<file path="src/rtl/pattern_sweeper_pkg.sv">
// Shared types and helpers for the pattern sweeper: FSM states and Gray conversion.
package pattern_sweeper_pkg;

  localparam int MAX_WIDTH = 8;

  typedef enum logic [1:0] {
    IDLE  = 2'd0,
    SWEEP = 2'd1,
    DONE  = 2'd2
  } state_e;

  function automatic logic [MAX_WIDTH-1:0] bin2gray(input logic [MAX_WIDTH-1:0] bin);
    return bin ^ (bin >> 1);
  endfunction

endpackage

</file>
<file path="src/rtl/sweep_dwell_cnt.sv">
// Dwell timer: free-runs 0..DWELL-1 while enabled and flags the final cycle of each dwell.
module sweep_dwell_cnt #(
  parameter int DWELL = 10
) (
  input  logic clk,
  input  logic rst_n,
  input  logic clear_i,
  output logic last_o
);

  logic [7:0] count_q;

  assign last_o = (count_q == 8'(DWELL - 1));

  // NOTE: sequential state uses non-blocking assignments so every register sees pre-edge values.
  always_ff @(posedge clk or negedge rst_n) begin
    if (!rst_n) begin
      count_q <= 8'd0;
    end else if (clear_i || last_o) begin
      count_q <= 8'd0;
    end else begin
      count_q <= count_q + 8'd1;
    end
  end

endmodule

</file>
<file path="src/rtl/pattern_sweeper.sv">
// Exhaustive stimulus sweeper: drives every WIDTH-bit pattern for DWELL cycles,
// compares the DUT response against a truth table and reports pass / error statistics.
module pattern_sweeper
  import pattern_sweeper_pkg::*;
#(
  parameter int                  WIDTH  = 4,
  parameter int                  DWELL  = 10,
  parameter logic [2**WIDTH-1:0] EXPECT = '0,
  parameter int                  GRAY   = 0
) (
  input  logic             clk,
  input  logic             rst_n,
  input  logic             start,
  input  logic             abort,
  input  logic             resp,
  output logic [WIDTH-1:0] pattern,
  output logic             busy,
  output logic             done,
  output logic             pass,
  output logic [WIDTH:0]   err_cnt,
  output logic [WIDTH-1:0] first_fail
);

  localparam int CW = WIDTH + 1;

  state_e           state_q;
  logic [WIDTH-1:0] index_q;
  logic [WIDTH-1:0] pattern_q;
  logic [WIDTH-1:0] first_fail_q;
  logic [CW-1:0]    err_cnt_q;
  logic             busy_q;
  logic             done_q;
  logic             pass_q;

  logic             dwell_clear;
  logic             dwell_last;
  logic             mismatch;
  logic             last_index;
  logic [WIDTH-1:0] index_d;
  logic [WIDTH-1:0] pattern_d;
  logic [CW-1:0]    err_cnt_d;

  // Timer is held at zero outside SWEEP so each sweep starts on a fresh dwell.
  assign dwell_clear = (state_q != SWEEP) || abort;

  sweep_dwell_cnt #(
    .DWELL(DWELL)
  ) u_dwell (
    .clk    (clk),
    .rst_n  (rst_n),
    .clear_i(dwell_clear),
    .last_o (dwell_last)
  );

  assign mismatch   = (resp != EXPECT[pattern_q]);
  assign last_index = (index_q == {WIDTH{1'b1}});
  assign index_d    = index_q + WIDTH'(1);
  assign pattern_d  = (GRAY != 0) ? WIDTH'(bin2gray(MAX_WIDTH'(index_d))) : index_d;
  assign err_cnt_d  = err_cnt_q + CW'(mismatch);

  always_ff @(posedge clk or negedge rst_n) begin
    if (!rst_n) begin
      state_q      <= IDLE;
      index_q      <= '0;
      pattern_q    <= '0;
      first_fail_q <= '0;
      err_cnt_q    <= '0;
      busy_q       <= 1'b0;
      done_q       <= 1'b0;
      pass_q       <= 1'b0;
    end else begin
      done_q <= 1'b0;
      unique case (state_q)
        IDLE: begin
          if (start && !abort) begin
            state_q      <= SWEEP;
            index_q      <= '0;
            pattern_q    <= '0;
            first_fail_q <= '0;
            err_cnt_q    <= '0;
            pass_q       <= 1'b0;
            busy_q       <= 1'b1;
          end
        end
        SWEEP: begin
          if (abort) begin
            state_q   <= IDLE;
            index_q   <= '0;
            pattern_q <= '0;
            busy_q    <= 1'b0;
            pass_q    <= 1'b0;
          end else if (dwell_last) begin
            if (mismatch) begin
              err_cnt_q <= err_cnt_d;
              if (err_cnt_q == '0) first_fail_q <= pattern_q;
            end
            if (last_index) begin
              // Verdict folds in the final pattern's comparison made on this same edge.
              state_q   <= DONE;
              index_q   <= '0;
              pattern_q <= '0;
              busy_q    <= 1'b0;
              done_q    <= 1'b1;
              pass_q    <= (err_cnt_q == '0) && !mismatch;
            end else begin
              index_q   <= index_d;
              pattern_q <= pattern_d;
            end
          end
        end
        DONE: begin
          state_q <= IDLE;
        end
        default: begin
          state_q <= IDLE;
        end
      endcase
    end
  end

  assign pattern    = pattern_q;
  assign busy       = busy_q;
  assign done       = done_q;
  assign pass       = pass_q;
  assign err_cnt    = err_cnt_q;
  assign first_fail = first_fail_q;

endmodule

</file>
<file path="config.mk">
export PLATFORM = sky130hd
export DESIGN_NAME = pattern_sweeper
export DESIGN_NICKNAME = d
export VERILOG_FILES = /design/src/rtl/pattern_sweeper_pkg.sv /design/src/rtl/sweep_dwell_cnt.sv /design/src/rtl/pattern_sweeper.sv
export SDC_FILE = /design/constraint.sdc
export NUM_CORES = 1
export LEC_CHECK = 0
export BUFFER_PORTS_ARGS = -buffer_cell sky130_fd_sc_hd__buf_2
export CAP_MARGIN = 40
export CORE_ASPECT_RATIO = 1.25
export CORE_MARGIN = 2
export CORE_UTILIZATION = 55
export DETAILED_ROUTE_END_ITERATION = 8
export PLACE_DENSITY_LB_ADDON = 0.08
export SLEW_MARGIN = 20
export SYNTH_ARGS = -nofsm -noshare
export SYNTH_HDL_FRONTEND = slang
export SYNTH_SLANG_ARGS = --single-unit
</file>
<file path="constraint.sdc">
create_clock -name clk -period 2.5 [get_ports clk]
set_input_delay 0.25 -clock clk [delete_from_list [all_inputs] [get_ports clk]]
set_output_delay 0.25 -clock clk [all_outputs]
set_load 0.03 [all_outputs]
</file>
=== Yosys cells after proc, flatten, opt, wreduce, memory -nomap -nowiden ===
Memory sizes are Yosys's and may differ from the RTL's.
Cells that the tools add are included.

* Register bits after elaboration: 26
* Memory bits (read-only): 16
* Input bits: 5
* Output and inout bits: 16
* Word-level logic and storage cells: 75
* Memories kept: 1

{| class="wikitable"
|+ Memories
! memory !! words !! width !! read ports !! clocked after memory_dff !! write ports !! line !! RTL
|-
| (name not given) || 16 || 1 || 1 || 0 || 0 || pattern_sweeper.sv:55 || <nowiki>assign mismatch = (resp != EXPECT[pattern_q]);</nowiki>
|}

* Add/sub/neg operators: 3
* Order comparisons: 1
* Equal/unequal tests: 12
* Multiplexer cells: 36
* Reductions and logical operators: 14

{| class="wikitable"
|+ Operators by type and width
! kind !! number
|-
| $mux W4 || 8
|-
| $mux W5 || 4
|-
| $pmux W4 S2 || 2
|-
| $mux W1 || 13
|-
| $pmux W5 S2 || 1
|-
| $add A8 B1 Y8 const B || 1
|-
| $eq A8 B4 Y1 const B || 1
|-
| $mux W2 || 4
|-
| $mux W8 || 1
|-
| $ne A2 B2 Y1 const B || 4
|-
| $reduce_and A3 Y1 || 2
|-
| $reduce_and A6 Y1 || 1
|-
| $add A5 B1 Y5 || 1
|-
| $logic_not A5 Y1 || 1
|-
| $lt A4 B5 Y1 const B || 1
|-
| $reduce_and A5 Y1 || 1
|-
| $add A4 B1 Y4 const B || 1
|-
| $eq A4 B4 Y1 const B || 1
|-
| $ne A2 B1 Y1 const B || 2
|-
| $pmux W1 S2 || 2
|-
| $pmux W2 S2 || 1
|-
| $reduce_and A4 Y1 || 1
|-
| $ne A3 B2 Y1 const B || 1
|-
| $ne A3 B3 Y1 const B || 1
|-
| other kinds (7) || 10
|}

=== Logic depth before layout (Yosys ltp) ===
Gate-level depths: netlist of the first run.

* Word-level depth: 9
* Gate-level depth with buffers: 7
* Mapped depth without buffers: 6

=== Cells and area by module ===
A second synthesis of the first run with hierarchy kept.

* Cells, all modules: 138
* Area total of the unflattened synthesis: 1375.1 sq um

{| class="wikitable"
|+ Modules (own cells, without submodules)
! module !! instances !! cells an instance !! area each (sq um) !! seq. area each (sq um)
|-
| pattern_sweeper || 1 || 99 || 959.7 || 450.4
|-
| sweep_dwell_cnt || 1 || 39 || 415.4 || 200.2
|}

=== Worst setup path before layout of the first run ===
No wires, ideal clock.

* Kind: reg-to-reg
* Start: register u_dwell.count_q[1]
* End: register pass_q (netlist: pass)
* Setup time: 125 ps
* Arrival: 1648 ps
* Data required time: 2375 ps
* Path slack: 727 ps
* Cell stages (with the launch flop): 8
* Path buffers: 1
* Clock period less this slack: 1773 ps
* Path through: dfrtp_1 -> inv_1 -> ha_1 -> nor4b_4 -> a31o_1 -> buf_6 -> nor3b_4 -> mux2_4

* Longest elaborated chain between the ends: 3

{| class="wikitable"
|+ Ends and longest elaborated chain
! element !! line !! RTL
|-
| start: declaration || sweep_dwell_cnt.sv:11 || <nowiki>logic [7:0] count_q;</nowiki>
|-
| start signal: assignment || sweep_dwell_cnt.sv:22 || <nowiki>count_q <= count_q + 8'd1;</nowiki>
|-
| $eq A8 B4 Y1 || sweep_dwell_cnt.sv:13 || <nowiki>assign last_o = (count_q == 8'(DWELL - 1));</nowiki>
|-
| $ne A3 B2 Y1 (no line) || - ||
|-
| $reduce_and A4 Y1 (no line) || - ||
|-
| end signal: assignment || pattern_sweeper.sv:104 || <nowiki>pass_q <= (err_cnt_q == '0) && !mismatch;</nowiki>
|-
| end: declaration || pattern_sweeper.sv:33 || <nowiki>logic pass_q;</nowiki>
|}

No other way between the ends.
A chain may end at the register's enable or synchronous reset.

=== Final worst setup path of the first run ===
Ends and elaborated chain as after synthesis.

==> flow_metrics.env, run 1 <==
export IMPL_status="completed"
export IMPL_power_density_nw_per_um2=562
export IMPL_num_vias=1080
export IMPL_antenna_found_initial=0
export IMPL_die_w_um=48.7
export IMPL_setup_ws_ns=0.479
export IMPL_final_hold_violation_count=0
export IMPL_grt_ovfl_total=0
export IMPL_io_pins=21
export IMPL_yosys_warnings=0
export IMPL_power_uw=881
export IMPL_cp_end_kind="flop"
export IMPL_cp_start_kind="flop"
export IMPL_timing_hold_ws_ns=0.321
export IMPL_tightest_slew_ns=0.562
export IMPL_worstPathRequired_ns=2.73
export IMPL_final_cells=186
export IMPL_r2r_slack_ns=0.48
export IMPL_cts_setup_buffers=0
export IMPL_gp_congestion=0.867
export IMPL_area_growth_pct=14.3
export IMPL_track_usage=0.220
export IMPL_fp_row_count=20
export IMPL_finalCritPeriodShare=0.808
export IMPL_routedWlPerCell_um=15.0
export IMPL_cp_arrival_ns=2.25
export IMPL_hold_buffers=1
export IMPL_ant_nets=0
export IMPL_path_class="reg -> reg"
export IMPL_yosysTopAreaCell="dfrtp_1"
export IMPL_synthesis_instances=129
export IMPL_fin_setup_tns_ns=0
export IMPL_core_area_sq_um=2400
export IMPL_cp_depth=6
export IMPL_drive_gt1_frac=0.229
export IMPL_crit_family="simple AND/OR/NAND/NOR gates"
export IMPL_syn_area_per_cell_sq_um=10.6
export IMPL_clock_path_buffers=2
export IMPL_rr_worst_depth=6
export IMPL_fmax_mhz=495
export IMPL_root_buffer="clkbuf_4"
export IMPL_p_leak_nw=0.765
export IMPL_first_pass_iters=4
export IMPL_synth_seq_cells=26
export IMPL_setup_viol=0
export IMPL_htreeDepth=1
export IMPL_hold_class="in -> reg"
export IMPL_finClkSkew_ns=0.00561
export IMPL_clock_sinks=26
export IMPL_rsz0062_at_grt="false"
export IMPL_ir_drop_uv=397
export IMPL_dp_cells=181
export IMPL_min_period_ns=2.02
export IMPL_postPlaceCellArea_sq_um=1510
export IMPL_final_cell_area_sq_um=1570
export IMPL_ctsResizeCount=0
export IMPL_synth_top_cell_area_share=0.474
export IMPL_clk_latency_ns=0.33
export IMPL_max_cap_violations=0
export IMPL_hpwlAfterDp_mm=2.19
export IMPL_path_max_fanout=9
export IMPL_dieArea_sq_um=2910
export IMPL_drt_iter0_drc=32
export IMPL_finalMaxSlewViolations=0
export IMPL_regArea_sq_um=651
export IMPL_fp_dieH_um=59.9
export IMPL_cts_buffers=3
export IMPL_synth_area_top_cells="dfrtp_1 (47%), ha_1 (4.6%), nor2_1 (3.8%), a22o_1 (3.8%), nand3_1 (3.3%)"
export IMPL_place_ws_ns=0.508
export IMPL_port_buffers=20
export IMPL_max_stage_delay_ns=0.42
export IMPL_diodes=0
export IMPL_tritoncts="yes"
export IMPL_grt_pass1_vias=1095
export IMPL_cp_slowest_cell="dfrtp_1"
export IMPL_grt_max_degree=27
export IMPL_start_util=0.571
export IMPL_utilization=0.653
export IMPL_hold_depth=4
export IMPL_avgViaCountPerCell=5.81
export IMPL_relSlewSlack=0.625
export IMPL_n_fill_cell=217
export IMPL_synth_area_sq_um=1370
export IMPL_crit_chain="inv_1, ha_1, nor4b_4, a31o_1, nor3b_4, mux2_4"
export IMPL_synth_distinct_cells=40
export IMPL_synth_nets=139
export IMPL_drt_total_wl_mm=2.80
export IMPL_grt_pass1_wl_mm=4.87
export IMPL_drc_errors=0
export IMPL_worst_path_buf_inv=1
export IMPL_nNetsFinal=164
export IMPL_ys_seq_area_frac=0.474
export IMPL_clk_pin_slew_ns=0.15
export IMPL_multiInputGateArea_sq_um=673
cell type report:
| cell class | instances | area share |
|---|---|---|
| clock buffers | 3 | 0.0144 |
| clock inverters | 1 | 0.0191 |
| repair buffers | 23 | 0.0797 |
| flip-flops and latches | 26 | 0.415 |
| inverters | 7 | 0.0167 |
| multi-input cells | 93 | 0.429 |
| well taps | 33 | 0.0263 |
logic make-up (layout without fill, tap and decap cells):
logic type      count (synthesis)  count (layout)  synth area share
compound gates                 26              26             0.139
xor+xnor                        6               6            0.0383
fa+ha+maj                       5               5            0.0456
buf+inv                        10              34            0.0356
flops                          26              26             0.474
mux                             3               3            0.0255
simple gates                   53              53             0.242
registers in the layout (all words and copies together) (netlist names):
register,flops
err_cnt,5
pass,1
state_q,2
done,1
busy,1
pattern,4
first_fail,4
u_dwell.count_q,8
metal layers:
metal,GRT usage,routed length (um),up-vias
li1,-,-,521
met1,0.266,1200,519
met2,0.393,1410,30
met3,0.0175,106,10
met4,0.127,87,0
met5,0,0,-
cells in the final DEF, fill, tap and decap left out, types with 3 or more instances in the layout:
master,count
a21o_1,3
nor2_1,14
nand3_1,9
nand2_1,5
a22o_1,6
ha_1,5
clkbuf_4,3
a21oi_1,3
xor2_1,4
o21ai_0,3
dfrtp_1,26
buf_2,20
and3_1,5
a31oi_1,3
nand4_1,3
inv_1,7
path summary, 6_finish.rpt:
path / start / to
worst max register to register: u_dwell.count_q[1]$_DFF_PN0_ / pass$_DFFE_PN0P_
worst min register to register: first_fail[3]$_DFFE_PN0P_ / first_fail[3]$_DFFE_PN0P_
worst min-delay path: resp / err_cnt[3]$_DFFE_PN0P_
min in group asynchronous: rst_n / first_fail[0]$_DFFE_PN0P_
worst max-delay path: u_dwell.count_q[1]$_DFF_PN0_ / pass$_DFFE_PN0P_
max in group asynchronous: rst_n / pass$_DFFE_PN0P_
worst min-delay path, stage by stage:
cell and delay [ns]:
buf_2 0.13, nand2_1 0.07, or3_1 0.10, o21ai_0 0.07
synthesized netlist by cell type (all sizes together):
library cell   n
o311ai         1
nand2          5
mux2i          2
a31oi          3
a311oi         1
or2            1
buf            2
and3           5
nor3           2
or3            1
dfrtp         26
nand3          9
xnor2          2
a21oi          3
a31o           2
ha             5
o21bai         1
o21ai          3
clkbuf         1
nand4          3
a21o           3
inv            7
and3b          1
o211ai         2
nor3b          2
xor2           4
a41o           1
or3b           2
or4            2
nor2b          2
mux2           1
nor4b          3
nand2b         1
a22o           6
nor2          14
power breakdown:
part	internal, mW	switching [mW]
Sequential	0.435	0.0175
Combinational	0.0523	0.0836
Clock	0.162	0.131
Total	0.649	0.232
Note: power is estimated with default switching activity, not from simulation.
==> run 2, diff against run 1 <==
==> constraint.sdc (replaced) <==
create_clock -name clk -period 2 [get_ports clk]
set_input_delay 0.2 -clock clk [delete_from_list [all_inputs] [get_ports clk]]
set_output_delay 0.2 -clock clk [all_outputs]
set_load 0.03 [all_outputs]
==> flow_metrics.env, run 2 (same netlist as run 1, synthesis figures left out) <==
export IMPL_max_cap_violations=0
export IMPL_n_fill_cell=207
export IMPL_area_growth_pct=14.8
export IMPL_start_util=0.571
export IMPL_grt_max_degree=27
export IMPL_crit_chain="or3b_4, a31oi_1, nor3b_4, mux2_4"
export IMPL_largest_register="u_dwell.count_q"
export IMPL_antenna_found_initial=0
export IMPL_cts_setup_buffers=0
export IMPL_power_switching_uw=281
export IMPL_num_vias=1073
export IMPL_dp_cells=184
export IMPL_worstPathRequired_ns=2.22
export IMPL_io_pins=21
export IMPL_cp_start_kind="flop"
export IMPL_fin_setup_tns_ns=0
export IMPL_path_max_fanout=10
export IMPL_pwr_share_clk=0.263
export IMPL_routedWlPerCell_um=14.6
export IMPL_status="completed"
export IMPL_cp_arrival_ns=2.06
export IMPL_htreeDepth=1
export IMPL_clk_latency_ns=0.32
export IMPL_max_stage_delay_ns=0.53
export IMPL_diodes=0
export IMPL_drt_iter0_drc=24
export IMPL_clk_pin_slew_ns=0.14
export IMPL_pwr_share_seq=0.562
export IMPL_clock_path_buffers=2
export IMPL_drc_errors=0
export IMPL_swShare=0.279
export IMPL_fp_dieH_um=59.9
export IMPL_p_int_uw=726
export IMPL_largest_reg_flops=8
export IMPL_cp_slowest_cell="dfrtp_1"
export IMPL_first_pass_iters=4
export IMPL_rsz0062_at_grt="false"
export IMPL_hold_depth=3
export IMPL_die_w_um=48.7
export IMPL_nNetsFinal=167
export IMPL_regArea_sq_um=651
export IMPL_grt_ovfl_total=0
export IMPL_fmax_mhz=543
export IMPL_hpwlAfterDp_mm=2.10
export IMPL_multiInputGateArea_sq_um=673
export IMPL_cp_end_kind="flop"
export IMPL_drive_gt1_frac=0.244
export IMPL_finalCritPeriodShare=0.921
export IMPL_tightest_slew_ns=0.574
export IMPL_tritoncts="yes"
export IMPL_utilization=0.656
export IMPL_fp_row_count=20
export IMPL_grt_pass1_vias=1066
export IMPL_setup_viol=0
export IMPL_path_class="reg -> reg"
export IMPL_setup_ws_ns=0.158
export IMPL_drt_total_wl_mm=2.75
export IMPL_relSlewSlack=0.617
export IMPL_layout_commonest_cell="dfrtp_1"
export IMPL_track_usage=0.215
export IMPL_min_period_ns=1.84
export IMPL_p_leak_nw=0.772
export IMPL_comb_power_share=0.175
export IMPL_ant_nets=0
export IMPL_power_mw=1.01
export IMPL_final_hold_violation_count=0
export IMPL_core_area_sq_um=2400
export IMPL_avgViaCountPerCell=5.68
export IMPL_ir_drop_uv=409
export IMPL_finClkSkew_ns=0.00771
export IMPL_cts_buffers=3
export IMPL_root_buffer="clkbuf_4"
export IMPL_power_density_nw_per_um2=639
export IMPL_grt_pass1_wl_mm=4.85
export IMPL_clock_sinks=26
export IMPL_hold_class="in -> reg"
export IMPL_final_cells=189
export IMPL_rr_worst_depth=4
export IMPL_port_buffers=20
export IMPL_dieArea_sq_um=2910
export IMPL_finalMaxSlewViolations=0
export IMPL_place_ws_ns=0.209
export IMPL_final_cell_mix="dfrtp_1 (26), buf_2 (20), nor2_1 (14), nand3_1 (9), inv_1 (7)"
export IMPL_gp_congestion=0.827
## run 2: final timing paths
kind / slack [ns] / start / to
setup / recovery: 0.16 / state_q[0]$_DFFE_PN0P_ / pass$_DFFE_PN0P_
setup reg to reg: 0.16 / state_q[0]$_DFFE_PN0P_ / pass$_DFFE_PN0P_
hold reg to reg: 0.50 / u_dwell.count_q[0]$_DFF_PN0_ / u_dwell.count_q[0]$_DFF_PN0_
min in group asynchronous: 0.38 / rst_n / err_cnt[1]$_DFFE_PN0P_
max in group asynchronous: 1.24 / rst_n / pattern[2]$_DFFE_PN0P_
hold / removal: 0.27 / resp / pass$_DFFE_PN0P_
## run 2: area by class of cell
class / instances / area share
Multi-Input combinational cell: 93 / 0.427
Sequential cell: 26 / 0.413
Timing Repair Buffer: 26 / 0.0937
Tap cell: 33 / 0.0262
Clock buffer: 4 / 0.0230
Inverter: 7 / 0.0167
## run 2: power by group through the flow
| stage | Clock [mW] | Combinational [mW] | Sequential (mW) |
|---|---|---|---|
| 5_1_grt | 0.300 | 0.193 | 0.569 |
| 3_5_place_dp | 0 | 0.175 | 0.575 |
| 2_1_floorplan | 0 | 0.0970 | 0.595 |
| 3_3_place_gp | 0 | 0.173 | 0.573 |
| 6_report | 0.265 | 0.176 | 0.566 |
| 4_1_cts | 0.276 | 0.177 | 0.565 |
## run 2: worst max-delay path: cells and delay by family (launching register included)
| family | cells | cell delay [ns] |
|---|---|---|
| and+or+nand+nor | 2 | 0.54 |
| DFF | 1 | 0.53 |
| AOI/OAI and AO/OA | 1 | 0.36 |
| muxes | 1 | 0.30 |
## run 2: repair_timing
action	in CTS	in global routing
resized for setup	0	0
hold endpoints to repair	26	0
hold buffers	1	0
## run 2: metal layers
layer / GRT usage / wire length, um / vias to the layer above
met1: 0.251 / 1180 / 514
met5: 0 / 0 / -
li1: - / - / 529
met2: 0.409 / 1460 / 28
met4: 0.0694 / 25 / 0
met3: 0.0300 / 94 / 2
## run 2: per-stage QoR
step / hold slack, ns / cell area [sq um]
global route: 0.259 / 1580
floorplan: -0.0956 / 1370
CTS: 0.263 / 1580
global placement: 0.218 / 1530
detailed placement: 0.223 / 1530
finish: 0.272 / 1580
